## config.mk

```make
export PLATFORM = sky130hd
export DESIGN_NAME = uart_tx_fifo
export DESIGN_NICKNAME = d
export VERILOG_FILES = /design/src/rtl/uart_tx_fifo.sv
export SDC_FILE = /design/constraint.sdc
export NUM_CORES = 1
export LEC_CHECK = 0
export BUFFER_PORTS_ARGS = -buffer_cell sky130_fd_sc_hd__buf_2
export CAP_MARGIN = 20
export CORE_MARGIN = 2
export CORE_UTILIZATION = 61
export DETAILED_ROUTE_END_ITERATION = 7
export GPL_ROUTABILITY_DRIVEN = 0
export PLACE_DENSITY = 0.92
export SLEW_MARGIN = 20
export SYNTH_ARGS = -nofsm -noshare
export SYNTH_HDL_FRONTEND = slang
export SYNTH_SLANG_ARGS = --single-unit
```

## constraint.sdc

```tcl
create_clock -name i_Clock -period 5.05 [get_ports i_Clock]
set_input_delay 1.2625 -clock i_Clock [delete_from_list [all_inputs] [get_ports i_Clock]]
set_output_delay 1.2625 -clock i_Clock [all_outputs]
set_load 0.01 [all_outputs]
```

## src/rtl/uart_tx_fifo.sv

```systemverilog
// rtl/uart_tx_fifo.sv - UART transmitter with input FIFO, runtime divisor, parity and 1/2 stop bits
// Line outputs are registered from the current state, so the line trails the FSM by one cycle.
module uart_tx_fifo #(
  parameter int DATA_W = 8,
  parameter int DIV_W  = 16,
  parameter int DEPTH  = 4
) (
  input  logic                     i_Clock,
  input  logic                     i_Rst_L,
  input  logic [DIV_W-1:0]         i_Clks_Per_Bit,
  input  logic [1:0]               i_Parity_Mode,
  input  logic                     i_Two_Stop,
  input  logic                     i_Tx_Valid,
  input  logic [DATA_W-1:0]        i_Tx_Data,
  output logic                     o_Tx_Ready,
  output logic [$clog2(DEPTH):0]   o_Fifo_Count,
  output logic                     o_Tx_Serial,
  output logic                     o_Tx_Active,
  output logic                     o_Tx_Done
);
  localparam int AW = $clog2(DEPTH);
  localparam logic [DIV_W-1:0] DIV_ONE = DIV_W'(1);

  typedef enum logic [2:0] {S_IDLE, S_START, S_DATA, S_PARITY, S_STOP} state_t;

  state_t              r_state, w_next;
  logic [DATA_W-1:0]   r_mem [DEPTH];
  logic [AW-1:0]       r_wr_ptr, r_rd_ptr;
  logic [AW:0]         r_count;
  logic [DIV_W-1:0]    r_div, r_clk_cnt, r_bit_cnt;
  logic [1:0]          r_par;
  logic                r_two;
  logic [DATA_W-1:0]   r_data, r_shift;
  logic                r_serial, r_active, r_end, r_done;
  logic                w_push, w_pop, w_empty, w_bit_end, w_line;

  assign w_empty      = (r_count == '0);
  assign o_Tx_Ready   = (r_count != (AW+1)'(DEPTH));
  assign w_push       = i_Tx_Valid && o_Tx_Ready;
  assign w_bit_end    = (r_clk_cnt == r_div - DIV_ONE);
  assign o_Fifo_Count = r_count;
  assign o_Tx_Serial  = r_serial;
  assign o_Tx_Active  = r_active;
  assign o_Tx_Done    = r_done;

  always_comb begin
    w_next = r_state;
    w_pop  = 1'b0;
    w_line = 1'b1;
    case (r_state)
      S_IDLE: begin
        if (!w_empty) begin
          w_next = S_START;
          w_pop  = 1'b1;
        end
      end
      S_START: begin
        w_line = 1'b0;
        if (w_bit_end) w_next = S_DATA;
      end
      S_DATA: begin
        w_line = r_shift[0];
        if (w_bit_end && r_bit_cnt == DIV_W'(DATA_W-1))
          w_next = (r_par == 2'b00) ? S_STOP : S_PARITY;
      end
      S_PARITY: begin
        case (r_par)
          2'b01:   w_line = ^r_data;
          2'b10:   w_line = ~^r_data;
          default: w_line = 1'b1;
        endcase
        if (w_bit_end) w_next = S_STOP;
      end
      S_STOP: begin
        // Successor frame starts straight out of STOP so the line has no idle gap.
        if (w_bit_end && r_bit_cnt == (r_two ? DIV_ONE : '0)) begin
          if (!w_empty) begin
            w_next = S_START;
            w_pop  = 1'b1;
          end else begin
            w_next = S_IDLE;
          end
        end
      end
      default: w_next = S_IDLE;
    endcase
  end

  always_ff @(posedge i_Clock) begin
    if (w_push) r_mem[r_wr_ptr] <= i_Tx_Data;
  end

  always_ff @(posedge i_Clock or negedge i_Rst_L) begin
    if (!i_Rst_L) begin
      r_state   <= S_IDLE;
      r_wr_ptr  <= '0;
      r_rd_ptr  <= '0;
      r_count   <= '0;
      r_div     <= DIV_ONE;
      r_clk_cnt <= '0;
      r_bit_cnt <= '0;
      r_par     <= 2'b00;
      r_two     <= 1'b0;
      r_data    <= '0;
      r_shift   <= '0;
      r_serial  <= 1'b1;
      r_active  <= 1'b0;
      r_end     <= 1'b0;
      r_done    <= 1'b0;
    end else begin
      r_state <= w_next;

      if (r_state == S_IDLE || w_bit_end) r_clk_cnt <= '0;
      else                                r_clk_cnt <= r_clk_cnt + DIV_ONE;

      if (w_next != r_state) r_bit_cnt <= '0;
      else if (w_bit_end)    r_bit_cnt <= r_bit_cnt + DIV_ONE;

      if (w_pop) begin
        r_data   <= r_mem[r_rd_ptr];
        r_shift  <= r_mem[r_rd_ptr];
        r_div    <= (i_Clks_Per_Bit == '0) ? DIV_ONE : i_Clks_Per_Bit;
        r_par    <= i_Parity_Mode;
        r_two    <= i_Two_Stop;
        r_rd_ptr <= r_rd_ptr + AW'(1);
      end else if (r_state == S_DATA && w_bit_end) begin
        r_shift  <= r_shift >> 1;
      end

      if (w_push) r_wr_ptr <= r_wr_ptr + AW'(1);

      case ({w_push, w_pop})
        2'b10:   r_count <= r_count + (AW+1)'(1);
        2'b01:   r_count <= r_count - (AW+1)'(1);
        default: r_count <= r_count;
      endcase

      // Done is delayed twice so it lands in the cycle after the last stop bit on the line.
      r_serial <= w_line;
      r_active <= (r_state != S_IDLE);
      r_end    <= (r_state == S_STOP) && (w_next != S_STOP);
      r_done   <= r_end;
    end
  end
endmodule

```

==> impl_metrics.yaml <==
run_status:
  status: "finished clean"
route:
  ant_nets: 0
  wirelength_mm: 12.28
  vias: 4043
  vias_per_cell: 6.154
  first_iter_violations: 191
  drcViolationCount: 0
  wl_per_cell_um: 18.69
  firstDrtPassIters: 5
hold_path:
  hp-start: "r_end"
  hold_path_end: "o_Tx_Done"
  min_path_type: "reg2reg"
  hold_depth: 0
synth:
  ys_types: 62
  synth_fp_nets: 537
  ys_seq_area_share_pct: 51.87
  synth_edf_count: 32
  ys.flop_type: "dfrtp_1"
  yosysWarningCount: 0
  syn_area_mm2: 0.005766
  syn_avg_cell_area_um2: 11.65
  async_flop_share_pct: 71.68
  syn_inst: 495
  synth.ff_latch_count: 113
clock_tree:
  h-tree-depth: 4
  postCtsResizedCells: 0
  path_clk_slew_ns: 0.06
  postCtsSetupRepairBufs: 0
  clk_latency_ns: 0.51
  cts.sinks: 113
  cts_root_buffer: "clkbuf_8"
  numCtsBuffers: 17
  cts_tree: "built"
  cts_hold_buffers: 0
  max-clock-path-buffers: 2
die:
  ios: 37
  rows: 35
  dieHeight_um: 101.2
  dieArea_mm2: 0.01025
  core_mm2: 0.009196
  initial_core_util_pct: 62.69
  dieWidth_um: 101.2
cells_and_area:
  layout_common_cells: "dfrtp_1 (79), nor2_1 (43), xnor2_1 (38)"
  seqCellArea_mm2: 0.002990
  drive_above_1_share_pct: 22.71
  n_fill_cell: 606
  antennaDiodeCount: 0
  final_nets: 575
  area_growth_pct: 13.72
  fin_util_pct: 71.29
  multi_input_area_mm2: 0.002605
  final_common_cell: "dfrtp_1"
timing:
  rsz0062_at_grt: "no"
  hold_viol: 0
  final.setup.tns_ns: 0
  max_freq_mhz: 238.3
  final.min_clock_period_ns: 4.197
  slew_headroom_pct: 50.34
  max_slew.worst_pin.slew_ns: 0.7449
  finalClockSkew_ns: 0.009254
  hold_slack_ns: 0.3499
  fin_crit_sh_pct: 83.10
  setup_viol: 0
  finalMaxSlewViolations: 0
global_route:
  grt_util_all_layers_pct: 26.58
  grt_max_degree: 82
  first_global_vias: 4109
  antenna_found_initial: 0
  grt-ovfl-total: 0
  grt_first_pass_wirelength_mm: 20.64
place:
  io_buffer_count: 36
  dp_hpwl_mm: 8.513
setup_path:
  slowest_delay_ns: 0.73
  r2r_end: "o_Fifo_Count[2]"
  cp.arrival_ns: 4.63
  end_kind: "register"
  crit_fanout: 10
  crit_path_start_kind: "register"
  critPathKind: "reg2reg"
  r2r_setup_slack_ns: 0.85
  cp_cell_sequence: "or4_1, or3_4, o41ai_4, o2111ai_4, o31ai_4, nand2_4, clkinv_2, ha_1, inv_1, fa_1, xor2_1, nor2_1, xor2_1"
  r2r-start: "r_div[3]"
  cp_common_cell: "xor2_1"
  slowest_stage: "or4_1"
  required_ns: 5.48
  ff2ff_path_depth: 13
pwr:
  vdd_drop_max_uv: 336.8
  power_frac_seq_pct: 39.2
  pwr_density_cell_mw_per_mm2: 579.2
  p_comb_share_pct: 31.6
  switching_power_w: 0.001325
  p_int_w: 0.002472
  p_clk_share_pct: 29.2
  leakagePower_nw: 2.657
  netSwitchingFraction_pct: 34.89
job:
  cap_violations: 0
==> final cells by class <==
type	instances	area share, %
Tap cell	111	2.118
Clock buffer	21	6.870
Sequential cell	113	45.61
Inverter	17	0.9924
Clock inverter	11	1.603
Timing Repair Buffer	38	3.073
Multi-Input combinational cell	346	39.73
==> power groups by stage <==
| stage | sequential, W | combinational [W] | clock [W] |
|---|---|---|---|
| floorplan | 0.00137 | 0.00100 | 0 |
| global placement | 0.00146 | 0.00111 | 0 |
| detailed placement | 0.00149 | 0.00118 | 0 |
| CTS | 0.00148 | 0.00120 | 0.00112 |
| global route | 0.00152 | 0.00132 | 0.00117 |
| finish | 0.00149 | 0.00120 | 0.00111 |
==> cells by family after synthesis <==
kind of cell | after synthesis | share of synthesized area (%)
and+or+nand+nor | 170 | 15.65
adders and majority gates | 12 | 2.734
DFF | 113 | 51.87
buffers and inverters | 36 | 3.060
muxes | 46 | 10.61
AOI/OAI and AO/OA | 63 | 7.726
xor gates and xnor gates | 55 | 8.355
==> per-stage QoR <==
stage | total power (W) | setup slack (ns) | cell area (um^2) | instances
final | 0.003797 | 0.8533 | 6556 | 657
after global routing | 0.004023 | 0.5403 | 6556 | 657
after CTS | 0.003804 | 0.8863 | 6546 | 657
after detailed placement | 0.002671 | 0.9686 | 5991 | 625
after global placement | 0.002566 | 1.072 | 5991 | 625
after floorplan | 0.002370 | 1.018 | 5766 | 495
==> per-layer routing <==
metal	GRT usage, %	wire length [um]
met1	31.92	4879
met2	46.05	6530
met3	8.075	646
met4	8.524	223
met5	0	0
==> worst max-delay path, delay by kind of cell (launching register included) <==
family / cells / cell delay, ns
simple gates: 4 / 1.47
compound gates: 3 / 1.13
fa+ha+maj: 2 / 0.56
flops: 1 / 0.49
xor+xnor: 2 / 0.31
buf+inv: 2 / 0.17
==> cell usage after synthesis (2+ instances only) <==
cell       instances  share of area, %
mux4_2             8               3.1
or4_1              8               1.0
nand2b_1           3              0.33
ha_1              11               2.4
dfrtp_1           79                34
o31ai_1            5              0.65
edfxtp_1          32                17
and3_1            11               1.2
xor2_1            17               2.6
nor2_1            43               2.8
clkbuf_1           8              0.52
mux2_1             2              0.39
or3_1             10               1.1
a31oi_1            2              0.22
nand2_1           22               1.4
buf_2              5              0.43
nand4_1            4              0.43
a31o_2             2              0.30
nand3_1           26               2.3
o2111ai_1          3              0.46
mux2i_1            3              0.52
dfstp_2            2              0.91
nand3b_1           4              0.52
xnor2_1           38               5.8
o21ai_0           19               1.6
buf_1              2              0.13
mux2_2            31               6.1
nor4_1            14               1.5
a21oi_1           19               1.6
nor4b_1            2              0.30
nor3_1            12               1.0
mux2_4             2              0.52
buf_8              2              0.52
inv_1             16               1.0
==> state kept, by name, indices dropped and copies added, names as in the netlist, 2 cells and up <==
name,cells
r_bit_cnt,16
r_wr_ptr,2
r_mem,32
r_par,2
o_Fifo_Count,3
r_clk_cnt,16
r_data,8
r_state,3
r_shift,8
r_div,16
r_rd_ptr,2
==> worst max-delay path by stage <==
| stage | startpoint | to | slack, ns | cells past startpoint |
|---|---|---|---|---|
| 2_1_floorplan | r_div[3] | o_Fifo_Count[2] | 1.02 | 17 |
| 3_3_place_gp | r_div[3] | o_Fifo_Count[2] | 1.07 | 13 |
| 3_5_place_dp | r_div[3] | o_Fifo_Count[2] | 0.97 | 13 |
| 4_1_cts | r_div[3] | o_Fifo_Count[2] | 0.89 | 13 |
| 5_1_grt | r_div[3] | o_Fifo_Count[2] | 0.54 | 13 |
| 6_report | r_div[3] | o_Fifo_Count[2] | 0.85 | 13 |
Note: power is estimated with default switching activity, not from simulation.
